[config.mk]
export PLATFORM = sky130hd
export DESIGN_NAME = cc_chan_ctrl
export DESIGN_NICKNAME = d
export VERILOG_FILES = /design/src/rtl/cc_chan_pkg.sv /design/src/rtl/cc_rr_arb.sv /design/src/rtl/cc_chan_ctrl.sv
export SDC_FILE = /design/constraint.sdc
export NUM_CORES = 1
export LEC_CHECK = 0
export BUFFER_PORTS_ARGS = -buffer_cell sky130_fd_sc_hd__buf_4
export CORE_MARGIN = 8
export CORE_UTILIZATION = 55
export DETAILED_ROUTE_END_ITERATION = 8
export GPL_TIMING_DRIVEN = 0
export PLACE_DENSITY = 0.73
export REMOVE_ABC_BUFFERS = 1
export SKIP_CTS_REPAIR_TIMING = 1
export SYNTH_ARGS = -nofsm -noshare
export SYNTH_HDL_FRONTEND = slang
export SYNTH_HIERARCHICAL = 1
export SYNTH_SLANG_ARGS = --single-unit
[constraint.sdc]
create_clock -name pclk -period 6.5 [get_ports pclk]
set_input_delay 0.65 -clock pclk [delete_from_list [all_inputs] [get_ports pclk]]
set_output_delay 0.65 -clock pclk [all_outputs]
set_load 0.01 [all_outputs]
[src/rtl/cc_chan_pkg.sv]
// -----------------------------------------------------------------------------
// cc_chan_pkg
// Shared types and helpers for the cc_chan_ctrl channel arbiter.
//   cc_chan_state_t : controller FSM states (IDLE, GRANT, BCAST, RECOVER)
//   CC_NCH_DEF      : default channel count
//   CC_HOLD_W_DEF   : default width of the grant-length counter
//   cc_bcast_mode() : broadcast-mode decode from the i/k/q mode pins
// -----------------------------------------------------------------------------
package cc_chan_pkg;

    localparam int CC_NCH_DEF    = 5;
    localparam int CC_HOLD_W_DEF = 4;

    typedef enum logic [1:0] {
        IDLE    = 2'd0,
        GRANT   = 2'd1,
        BCAST   = 2'd2,
        RECOVER = 2'd3
    } cc_chan_state_t;

    // Broadcast mode is selected by i=1, k=1, q=0; anything else arbitrates.
    function automatic logic cc_bcast_mode(input logic i, input logic k, input logic q);
        return i & k & ~q;
    endfunction

endpackage

[src/rtl/cc_rr_arb.sv]
// -----------------------------------------------------------------------------
// cc_rr_arb
// Purely combinational round-robin picker. The search starts at last+1
// (mod NCH) and returns the first requesting channel.
//   req  [NCH-1:0] : request vector
//   last [IW-1:0]  : index of the previous owner
//   gnt  [NCH-1:0] : one-hot winner (all zero when no request)
//   idx  [IW-1:0]  : index of the winner (0 when no request)
// -----------------------------------------------------------------------------
module cc_rr_arb #(
    parameter int NCH = 5,
    parameter int IW  = $clog2(NCH)
) (
    input  logic [NCH-1:0] req,
    input  logic [IW-1:0]  last,
    output logic [NCH-1:0] gnt,
    output logic [IW-1:0]  idx
);

    logic          found_s;
    logic [IW:0]   sum_s;
    logic [IW-1:0] cand_s;

    // Rotating priority search; the sum is one bit wider so the wrap is exact.
    always_comb begin
        gnt     = '0;
        idx     = '0;
        found_s = 1'b0;
        sum_s   = '0;
        cand_s  = '0;
        for (int i = 0; i < NCH; i++) begin
            sum_s = {1'b0, last} + (IW+1)'(i) + (IW+1)'(1);
            if (sum_s >= (IW+1)'(NCH)) begin
                sum_s = sum_s - (IW+1)'(NCH);
            end else begin
                sum_s = sum_s;
            end
            cand_s = sum_s[IW-1:0];
            if (!found_s && req[cand_s]) begin
                found_s     = 1'b1;
                gnt[cand_s] = 1'b1;
                idx         = cand_s;
            end else begin
                found_s = found_s;
            end
        end
    end

endmodule

[src/rtl/cc_chan_ctrl.sv]
// -----------------------------------------------------------------------------
// cc_chan_ctrl
// Registered channel-enable controller: fair round-robin single grant in
// arbitrated mode, one-cycle masked multi-grant in broadcast mode, and one
// dead RECOVER cycle after every grant so owners never touch.
// Ports:
//   pclk, prstn         : clock, asynchronous active-low reset
//   pm                  : master enable (gates new grants only)
//   pi, pk, pq          : mode decode, broadcast = pi & pk & ~pq
//   preq [NCH-1:0]      : level requests
//   pmask [NCH-1:0]     : broadcast permit
//   phold [HOLD_W-1:0]  : grant length, sampled at grant, 0 treated as 1
//   pdone               : release from current owner (ignored outside GRANT)
//   pgnt [NCH-1:0]      : registered grant vector
//   pgnt_vld            : registered |pgnt
//   pbusy               : FSM not in IDLE
//   pcnt [HOLD_W-1:0]   : remaining hold cycles, 0 outside GRANT
// Configuration macro: CC_CHAN_TIMEOUT_EN -- when defined, a grant is also
// released once its hold count expires.
// -----------------------------------------------------------------------------
module cc_chan_ctrl
    import cc_chan_pkg::*;
#(
    parameter int NCH    = CC_NCH_DEF,
    parameter int HOLD_W = CC_HOLD_W_DEF
) (
    input  logic              pclk,
    input  logic              prstn,
    input  logic              pm,
    input  logic              pi,
    input  logic              pk,
    input  logic              pq,
    input  logic [NCH-1:0]    preq,
    input  logic [NCH-1:0]    pmask,
    input  logic [HOLD_W-1:0] phold,
    input  logic              pdone,
    output logic [NCH-1:0]    pgnt,
    output logic              pgnt_vld,
    output logic              pbusy,
    output logic [HOLD_W-1:0] pcnt
);

    localparam int IW = $clog2(NCH);

    cc_chan_state_t    state_r;
    logic [IW-1:0]     last_r;
    logic [IW-1:0]     win_idx_r;

    logic [NCH-1:0]    arb_gnt_s;
    logic [IW-1:0]     arb_idx_s;
    logic              bcast_s;
    logic [NCH-1:0]    bcast_vec_s;
    logic [HOLD_W-1:0] hold_load_s;
    logic              owner_drop_s;
    logic              timeout_s;
    logic              grant_exit_s;

    cc_rr_arb #(
        .NCH (NCH),
        .IW  (IW)
    ) u_arb (
        .req  (preq),
        .last (last_r),
        .gnt  (arb_gnt_s),
        .idx  (arb_idx_s)
    );

    // Grant-length counter expiry; the last counted cycle is pcnt==1.
`ifdef CC_CHAN_TIMEOUT_EN
    assign timeout_s = (pcnt <= HOLD_W'(1));
`else
    assign timeout_s = 1'b0;
`endif

    // Entry and exit decode for the FSM.
    always_comb begin
        bcast_s     = cc_bcast_mode(pi, pk, pq);
        bcast_vec_s = preq & pmask;
        if (phold == '0) begin
            hold_load_s = HOLD_W'(1);
        end else begin
            hold_load_s = phold;
        end
        // pgnt holds exactly the winner while in GRANT, so this is the winner's request.
        owner_drop_s = ~|(preq & pgnt);
        grant_exit_s = pdone | owner_drop_s | timeout_s;
    end

    // Controller FSM with all outputs registered alongside the state.
    always_ff @(posedge pclk or negedge prstn) begin
        if (!prstn) begin
            state_r   <= IDLE;
            last_r    <= IW'(NCH - 1);
            win_idx_r <= '0;
            pgnt      <= '0;
            pgnt_vld  <= 1'b0;
            pbusy     <= 1'b0;
            pcnt      <= '0;
        end else begin
            case (state_r)
                IDLE: begin
                    if (pm && bcast_s && (|bcast_vec_s)) begin
                        state_r  <= BCAST;
                        pgnt     <= bcast_vec_s;
                        pgnt_vld <= 1'b1;
                        pbusy    <= 1'b1;
                        pcnt     <= '0;
                    end else if (pm && (|preq)) begin
                        state_r   <= GRANT;
                        win_idx_r <= arb_idx_s;
                        pgnt      <= arb_gnt_s;
                        pgnt_vld  <= 1'b1;
                        pbusy     <= 1'b1;
                        pcnt      <= hold_load_s;
                    end else begin
                        state_r  <= IDLE;
                        pgnt     <= '0;
                        pgnt_vld <= 1'b0;
                        pbusy    <= 1'b0;
                        pcnt     <= '0;
                    end
                end
                GRANT: begin
                    if (grant_exit_s) begin
                        // Single exit point, so last updates once even if causes coincide.
                        state_r  <= RECOVER;
                        last_r   <= win_idx_r;
                        pgnt     <= '0;
                        pgnt_vld <= 1'b0;
                        pbusy    <= 1'b1;
                        pcnt     <= '0;
                    end else begin
                        state_r <= GRANT;
                        if (pcnt != '0) begin
                            pcnt <= pcnt - HOLD_W'(1);
                        end else begin
                            pcnt <= '0;
                        end
                    end
                end
                BCAST: begin
                    state_r  <= RECOVER;
                    pgnt     <= '0;
                    pgnt_vld <= 1'b0;
                    pbusy    <= 1'b1;
                    pcnt     <= '0;
                end
                RECOVER: begin
                    state_r  <= IDLE;
                    pgnt     <= '0;
                    pgnt_vld <= 1'b0;
                    pbusy    <= 1'b0;
                    pcnt     <= '0;
                end
                default: begin
                    state_r  <= IDLE;
                    pgnt     <= '0;
                    pgnt_vld <= 1'b0;
                    pbusy    <= 1'b0;
                    pcnt     <= '0;
                end
            endcase
        end
    end

endmodule

==> key figures, run 1 <==
Global route
  • Vias in the first global route: 2017
  • Largest net degree at the start of global routing: 27
  • Congestion Overflow GR: 0
  • Gr usage total: 0.1854
  • First-pass GRT wire length: 9715 um
  • Initial antenna violation count: 0

Detailed routing
  • DR pass1 iterations: 5
  • Total Wirelength: 5875 um
  • Post-route ant nets: 0
  • Drt initial violations: 323
  • Wire per inst: 17.23 um
  • DR DRC count: 0
  • Via count: 2198
  • Via/cell ratio: 6.446

Synthesis
  • Number of synthesized flops with an enable pin: 0
  • Ys flop type: dfrtp_1
  • Avg Inst Size Synth: 8.119 sq um
  • Synth cell types: 69
  • Post-synthesis register bit count: 19
  • Post-synth top cells: nand2_1, o21ai_0, nor2_1
  • Share of the synthesized area in the top cell type: 0.2040
  • Most frequently used cell type in the post-synthesis netlist: nand2_1
  • Post-synthesis sequential area ratio: 0.2159
  • Area contributors post-synth: dfrtp_1, ha_1, o21ai_0
  • Cell Area, Synth: 2208 sq um
  • Ys Warns: 6
  • Area leader, netlist: dfrtp_1
  • Synth Instances: 272
  • Fraction of registers with async set/reset: 1.000

Floorplanning
  • DIE WIDTH: 79.37 um
  • Starting Density: 0.5601
  • Rows: 23
  • Core footprint: 3943 sq um
  • Io pins: 32
  • Die height: 79.37 um
  • Die area: 6299 sq um

STA
  • Final Max Slew Viols: 0
  • Final hold slack: 0.2545 ns
  • RSZ-0062 raised after global routing: false
  • Fmax achieved: 0.2138 GHz
  • Final hold violation count: 0
  • Setup violators final: 0
  • Minimum clock period: 4.678 ns
  • Relative slew slack: 0.5115
  • Fin crit share: 0.7197
  • Final Skew: 0.003590 ns
  • Final TNS setup: 0 ns
  • Worst-Margin Slew: 0.7262 ns

Worst setup path
  • Maximum fanout along the worst path: 25
  • Crit Path Category: reg -> reg
  • Reg2Reg Launch Point: last_r[0]$_DFFE_PN0P_
  • CP Launch Point: last_r[0]$_DFFE_PN0P_
  • Critical Path Start Type: register
  • Crit path DAT: 4.85 ns
  • CP Data Required Time: 6.67 ns
  • Critical path capture point type: register

Cells and area
  • Ratio of cells with drive above 1 in the final layout: 0.1959
  • Layout fillers: 350
  • Antenna cells: 0
  • Fin nets: 326
  • Fin cells: 341
  • Layout overhead on the synthesized area: 11.10%
  • Fin area: 2454 sq um

Min path
  • Hold WC Path Type: in -> async

Run status
  • Status: complete, no violations

Job
  • Max Cap Viol: 0

Clock network
  • CTS tree: yes
  • Htree depth: 1
  • Clock Tree Buf Depth: 2
  • Worst skew pair latency: 0.26 ns
  • Reg clk slew, reported paths: 0.08 ns
  • CTS Sinks: 19
  • Clock root cell: clkbuf_8
  • CTS Buf Count: 3

Place
  • Post-DP HPWL: 4495 um
  • Placed cells: 337
  • PortBufs: 31
  • Final GP Congestion: 0.9523
  • Dpl cell area: 2405 sq um
## per-stage QoR
| stage | setup WS (ns) | utilization |
|---|---|---|
| finish | 1.822 | 0.6223 |
| global placement | 2.050 | 0.6100 |
| detailed placement | 1.982 | 0.6100 |
| CTS | 1.944 | 0.6223 |
| floorplan | 2.771 | - |
| global route | 1.429 | 0.6223 |
## cell families after synthesis
logic type / count (synthesis) / synth area share
compound gates: 88 / 0.2833
xor+xnor: 8 / 0.03173
fa+ha+maj: 13 / 0.07366
buf+inv: 30 / 0.06855
flops: 19 / 0.2159
mux: 9 / 0.05495
simple gates: 105 / 0.2720
## critical path: stages, from the launching register on
cell,delay [ns]
dfrtp_1,0.82
inv_1,0.32
ha_1,0.29
ha_1,0.42
or2_2,0.34
o21ai_0,0.39
nor2_1,0.14
a31o_2,0.24
a21boi_0,0.59
or3b_1,0.47
o221ai_1,0.27
a31oi_1,0.11
o21ai_0,0.19
## layer usage
layer	GRT usage	routed length, um	up-vias
met2	0.2901	2670	96
met4	0.04815	82	0
met1	0.2567	2689	1025
met5	0	0	-
met3	0.03047	432	12
li1	-	-	1065
## cell usage in the layout, fill, tap and decap left out, drive strengths merged, types with 5 or more instances in the layout
master,Yosys,routed
xnor2,8,8
o21ai,21,21
dfrtp,18,18
a31oi,6,6
mux2,6,6
ha,13,13
inv,14,14
nand2,23,23
nand2b,6,6
nor2,19,19
nand3,6,6
o211ai,6,6
buf,10,31
nor3,11,11
a21oi,11,11
nor2b,5,5
a211oi,5,5
## area by class of cell
class                   count  area, sq um  area share
clock inverters             1        7.507    0.003060
clock buffers               3        41.29     0.01683
inverters                  14        52.55     0.02142
multi-input cells         223         1580      0.6441
flip-flops and latches     19        476.7      0.1943
repair buffers             31        232.7     0.09485
well taps                  50        62.56     0.02550
## final timing paths
path,end,slack [ns],depth (start not counted)
max,pgnt[4]$_DFFE_PN0P_,1.82,12
max in group asynchronous,last_r[2]$_DFFE_PN1P_,5.98,1
min,pcnt[3]$_DFF_PN0_,0.25,1
min in group pclk,pbusy$_DFFE_PN0P_,0.49,2
max reg2reg,pgnt[4]$_DFFE_PN0P_,1.82,12
min reg2reg,pbusy$_DFFE_PN0P_,0.49,2
## flip-flops by register name (all words and copies together), names as in the netlist
signal     count
pgnt_vld       1
pcnt           4
win_idx_r      3
state_r        2
pbusy          1
last_r         3
pgnt           5
Power of run 1 is left out: the tool's default activity adds up to more than one toggle a clock period on the data nets, which glitch-free logic cannot reach.
==> run 2: changes to the inputs <==
- clock period: 6.5 -> 4.8 ns (I/O delays scaled with it)
==> run 2 against run 1 <==
Register-to-register slack got worse by 1.4 ns. Non-clock buffer count unchanged. Highest routed layer unchanged. Cell count did not move. Die area unchanged.
==> key figures, run 2 (synthesized netlist as in run 1, its figures left out) <==
Run status
  • Status: complete, no violations

Floorplanning
  • DIE WIDTH: 79.37 um (unchanged)
  • Die height: 79.37 um (unchanged)
  • Die area: 6299 sq um (unchanged)
  • Core footprint: 3943 sq um (unchanged)
  • Io pins: 32 (unchanged)
  • Starting Density: 0.5601 (unchanged)
  • Rows: 23 (unchanged)

Worst setup path
  • CP Data Required Time: 4.97 ns (-1.70 ns)
  • Critical Path Start Type: register
  • Worst reg2reg setup slack: 0.43 ns (-1.39 ns)
  • Crit path DAT: 4.54 ns (-0.31 ns)
  • Worst path cell trace: inv_1 > ha_1 > ha_1 > or2_2 > o21ai_0 > nor2_1 > a31o_2 > a21boi_0 > or3b_1 > o221ai_1 > a31oi_1 > o21ai_0
  • Maximum fanout along the worst path: 25 (unchanged)
  • Crit Path Category: reg -> reg
  • Critical path capture point type: register
  • Slowest-stage cell, CP: dfrtp_2
  • CP max stage delay: 0.62 ns (-0.20 ns)

Detailed routing
  • Drt initial violations: 262 (-19%)
  • DR pass1 iterations: 5 (unchanged)
  • Via/cell ratio: 6.475 (+0.45%)
  • Post-route ant nets: 0 (unchanged)
  • DR DRC count: 0 (unchanged)
  • Total Wirelength: 5912 um (+0.63%)
  • Via count: 2208 (+0.45%)
  • Wire per inst: 17.34 um (+0.63%)

STA
  • Final Max Slew Viols: 0 (unchanged)
  • Final hold violation count: 0 (unchanged)
  • Setup violators final: 0 (unchanged)
  • RSZ-0062 raised after global routing: false
  • Relative slew slack: 0.5219 (+0.01037)
  • Fmax achieved: 0.2289 GHz (+7.1%)
  • Final Skew: 0.002787 ns (-0.0008033 ns)
  • Minimum clock period: 4.369 ns (-0.3092 ns)
  • Final TNS setup: 0 ns (unchanged)
  • Worst-Margin Slew: 0.7107 ns (-0.01542 ns)
  • Fin crit share: 0.9102 (+0.1905)

Clock network
  • Reg clk slew, reported paths: 0.08 ns (about the same)
  • CTS tree: yes
  • Htree depth: 1 (unchanged)
  • Clock Tree Buf Depth: 2 (unchanged)
  • Worst skew pair latency: 0.26 ns (about the same)
  • CTS Sinks: 19 (unchanged)
  • CTS Buf Count: 3 (unchanged)
  • Clock root cell: clkbuf_8

Cells and area
  • Layout overhead on the synthesized area: 11.16% (about the same)
  • Layout fillers: 350 (unchanged)
  • Antenna cells: 0 (unchanged)
  • Fin nets: 326 (unchanged)
  • Commonest non-fill, non-tap cells in the layout: buf_4, nand2_1, o21ai_0
  • Biggest register: pgnt
  • Utilization after layout: 0.6227 (about the same)
  • Commonest non-fill, non-tap cell in the layout: buf_4
  • Largest registers: pgnt: 5 flops, pcnt: 4 flops
  • Ratio of cells with drive above 1 in the final layout: 0.1993 (+0.003436)
  • Fin area: 2455 sq um (about the same)
  • Largest register FFs: 5 (unchanged)

Min path
  • Hold WC Path Type: in -> async

Global route
  • Met3 usage: 0.03047 (unchanged)
  • Initial antenna violation count: 0 (unchanged)
  • GR peak layer: met2
  • First-pass GRT wire length: 9715 um (unchanged)
  • Met2 usage: 0.2901 (unchanged)
  • Vias in the first global route: 2017 (unchanged)
  • Largest net degree at the start of global routing: 27 (unchanged)
  • Congestion Overflow GR: 0 (unchanged)
  • Gr usage total: 0.1854 (unchanged)
  • Met1 usage: 0.2567 (unchanged)

Job
  • Max Cap Viol: 0 (unchanged)

Place
  • Final GP Congestion: 0.9523 (unchanged)
  • Post-DP HPWL: 4495 um (unchanged)
  • Dpl cell area: 2405 sq um (unchanged)
  • PortBufs: 31 (unchanged)
-- run 2: cell type report --
type                    count  area [sq um]  share of cell area
inverters                  14         52.55             0.02141
well taps                  50         62.56             0.02548
clock inverters             1         7.507            0.003058
clock buffers               3         41.29             0.01682
multi-input cells         223          1580              0.6437
flip-flops and latches     19         478.0              0.1947
repair buffers             31         232.7             0.09480
-- run 2: metal layers --
layer / wire length (um) / share of wire
met1: 2694 / 0.46
met4: 62 / 0.010
met2: 2733 / 0.46
met5: 0 / 0
met3: 421 / 0.071
-- run 2: per-stage QoR --
stage               setup WS, ns  cells  hold WS [ns]
floorplan                  1.071    256        0.1844
global placement          0.3504    337        0.3642
detailed placement        0.2823    337        0.3717
CTS                       0.2444    341       0.08376
global route             0.06337    341       0.08969
finish                    0.4312    341       0.08372
-- run 2: path summary, 6_finish.rpt --
check | start | cells after the start | endpoint
max in group asynchronous | prstn | 1 | last_r[2]$_DFFE_PN1P_
min reg2reg | pbusy$_DFFE_PN0P_ | 2 | pbusy$_DFFE_PN0P_
max reg2reg | last_r[0]$_DFFE_PN0P_ | 12 | pgnt[4]$_DFFE_PN0P_
max | last_r[0]$_DFFE_PN0P_ | 12 | pgnt[4]$_DFFE_PN0P_
min in group pclk | phold[2] | 2 | pcnt[2]$_DFF_PN0_
min | prstn | 1 | pcnt[3]$_DFF_PN0_
-- run 2: worst max-delay path, delay by kind of cell (launching register included) --
family,cells,cell delay (ns)
buf+inv,1,0.25
fa+ha+maj,2,0.68
compound gates,6,1.79
flops,1,0.62
simple gates,3,0.95
Power of run 2 is left out for the same reason.
==> run 3: changes to the inputs <==
- CORE_ASPECT_RATIO: default -> 1.4
==> run 3 against run 2 <==
Final area down 0.46%. Clock skew about the same. Cell count down 2.1%. Flip-flop and latch count unchanged. Critical endpoint unchanged.
==> key figures, run 3 (synthesized netlist as in run 1, its figures left out) <==
Global route
  • Initial antenna violation count: 0 (unchanged)
  • Met3 usage: 0.01416 (-0.01631)
  • Congestion Overflow GR: 0 (unchanged)
  • Vias in the first global route: 2186 (+8.4%)
  • Met2 usage: 0.3554 (+0.06538)
  • GR peak layer: met2
  • Largest net degree at the start of global routing: 27 (unchanged)
  • First-pass GRT wire length: 10380 um (+6.9%)
  • Met1 usage: 0.2117 (-0.04499)
  • Gr usage total: 0.1918 (+0.006398)

Worst setup path
  • Critical R2R Capture: pgnt[4]$_DFFE_PN0P_
  • Maximum fanout along the worst path: 25 (unchanged)
  • Crit Path Category: reg -> reg
  • Reg2Reg Launch Point: last_r[0]$_DFFE_PN0P_
  • Worst r2r path cells: 11 (-1)
  • Worst reg2reg setup slack: 0.43 ns (about the same)
  • Critical path capture point type: register
  • Critical Path Start Type: register
  • CP Data Required Time: 4.96 ns (about the same)
  • Crit path DAT: 4.53 ns (about the same)

Detailed routing
  • Wire per inst: 18.79 um (+8.4%)
  • Via count: 2209 (+0.045%)
  • Total Wirelength: 6277 um (+6.2%)
  • DR pass1 iterations: 4 (-1)
  • Post-route ant nets: 0 (unchanged)
  • Drt initial violations: 175 (-33%)
  • DR DRC count: 0 (unchanged)
  • Via/cell ratio: 6.614 (+2.1%)

Clock network
  • CTS Sinks: 19 (unchanged)
  • Htree depth: 1 (unchanged)
  • Clock Tree Buf Depth: 2 (unchanged)
  • CTS Buf Count: 3 (unchanged)
  • Reg clk slew, reported paths: 0.07 ns (about the same)
  • CTS tree: yes
  • Worst skew pair latency: 0.25 ns (about the same)
  • Clock root cell: clkbuf_8

STA
  • RSZ-0062 raised after global routing: false
  • Final Skew: 0.003128 ns (+0.0003409 ns)
  • Fmax achieved: 0.2289 GHz (about the same)
  • Setup violators final: 0 (unchanged)
  • Relative slew slack: 0.4819 (-0.04007)
  • Final TNS setup: 0 ns (unchanged)
  • Worst-Margin Slew: 0.7772 ns (+0.06647 ns)
  • Final Max Slew Viols: 0 (unchanged)
  • Final worst slack: 0.4316 ns (+0.0004720 ns)
  • Final hold violation count: 0 (unchanged)
  • Minimum clock period: 4.368 ns (-0.0004720 ns)
  • Fin crit share: 0.9101 (about the same)

Cells and area
  • Biggest register: pgnt
  • Ratio of cells with drive above 1 in the final layout: 0.1993 (unchanged)
  • Fin nets: 326 (unchanged)
  • Largest registers: pgnt: 5 flops, pcnt: 4 flops
  • Antenna cells: 0 (unchanged)
  • Layout overhead on the synthesized area: 10.65%
  • Layout fillers: 353 (+0.86%)
  • Largest register FFs: 5 (unchanged)
  • Reg area: 478.0 sq um (unchanged)
  • Commonest non-fill, non-tap cells in the layout: buf_4, nand2_1, o21ai_0
  • Multi-input logic area: 1580 sq um (unchanged)
  • Commonest non-fill, non-tap cell in the layout: buf_4

Floorplanning
  • Rows: 27 (+17%)
  • Die height: 90.98 um (+15%)
  • Die area: 6328 sq um (+0.46%)
  • Core footprint: 3885 sq um (-1.5%)
  • Io pins: 32 (unchanged)
  • Starting Density: 0.5684 (+0.008298)
  • DIE WIDTH: 69.56 um (-12%)

Place
  • Pre-CTS setup slack: 0.2423 ns (-0.04006 ns)
  • Post-DP HPWL: 4873 um (+8.4%)
  • PortBufs: 31 (unchanged)
  • Final GP Congestion: 0.9476 (-0.49%)

Min path
  • Hold WC Path Type: in -> async

Run status
  • Status: complete, no violations

Job
  • Max Cap Viol: 0 (unchanged)
-- run 3: cell types whose count changed in the layout (fill, tap and decap cells not counted) --
cell	previous run	this run
clkinvlp_4	1	0
clkinv_2	0	1
-- run 3: final cells by class --
class	count	share of cell area
multi-input combinational	223	0.6467
sequential	19	0.1956
timing repair buffer	31	0.09524
tap	43	0.02202
inverter	14	0.02151
clock buffer	3	0.01690
clock inverter	1	0.002048
-- run 3: through the flow --
step / hold WS [ns] / area, sq um / util / cells
after floorplan: 0.1844 / 2110 / - / 256
final: 0.08662 / 2444 / 0.6290 / 334
after global placement: 0.3658 / 2396 / 0.6167 / 330
after detailed placement: 0.3669 / 2396 / 0.6167 / 330
after global routing: 0.09911 / 2444 / 0.6290 / 334
after CTS: 0.09214 / 2442 / 0.6287 / 334
-- run 3: critical path, cell delays in order, from the launching register on --
cell      delay, ns
dfrtp_2        0.62
inv_1          0.25
ha_1           0.78
inv_1          0.29
a311oi_1       0.52
o211ai_1       0.18
a211oi_2       0.36
o32ai_2        0.22
or3b_1         0.47
o221ai_1       0.25
a31oi_1        0.12
o21ai_0        0.21
-- run 3: worst max-delay path by stage --
stage / from / cells past startpoint / to / slack, ns
2_1_floorplan: last_r[0]$_DFFE_PN0P_ / 12 / pgnt[0]$_DFFE_PN0P_ / 1.07
3_3_place_gp: last_r[0]$_DFFE_PN0P_ / 11 / pgnt[4]$_DFFE_PN0P_ / 0.26
3_5_place_dp: last_r[0]$_DFFE_PN0P_ / 11 / pgnt[4]$_DFFE_PN0P_ / 0.24
4_1_cts: last_r[0]$_DFFE_PN0P_ / 11 / pgnt[4]$_DFFE_PN0P_ / 0.20
5_1_grt: last_r[0]$_DFFE_PN0P_ / 12 / pgnt[1]$_DFFE_PN0P_ / 0.07
6_report: last_r[0]$_DFFE_PN0P_ / 11 / pgnt[4]$_DFFE_PN0P_ / 0.43
-- run 3: metal layers --
metal,vias up,share of wire,routed length [um]
li1,1076,-,-
met1,1058,0.40,2482
met2,61,0.55,3458
met3,14,0.029,183
met4,0,0.024,153
met5,-,0,0
Power of run 3 is left out for the same reason.
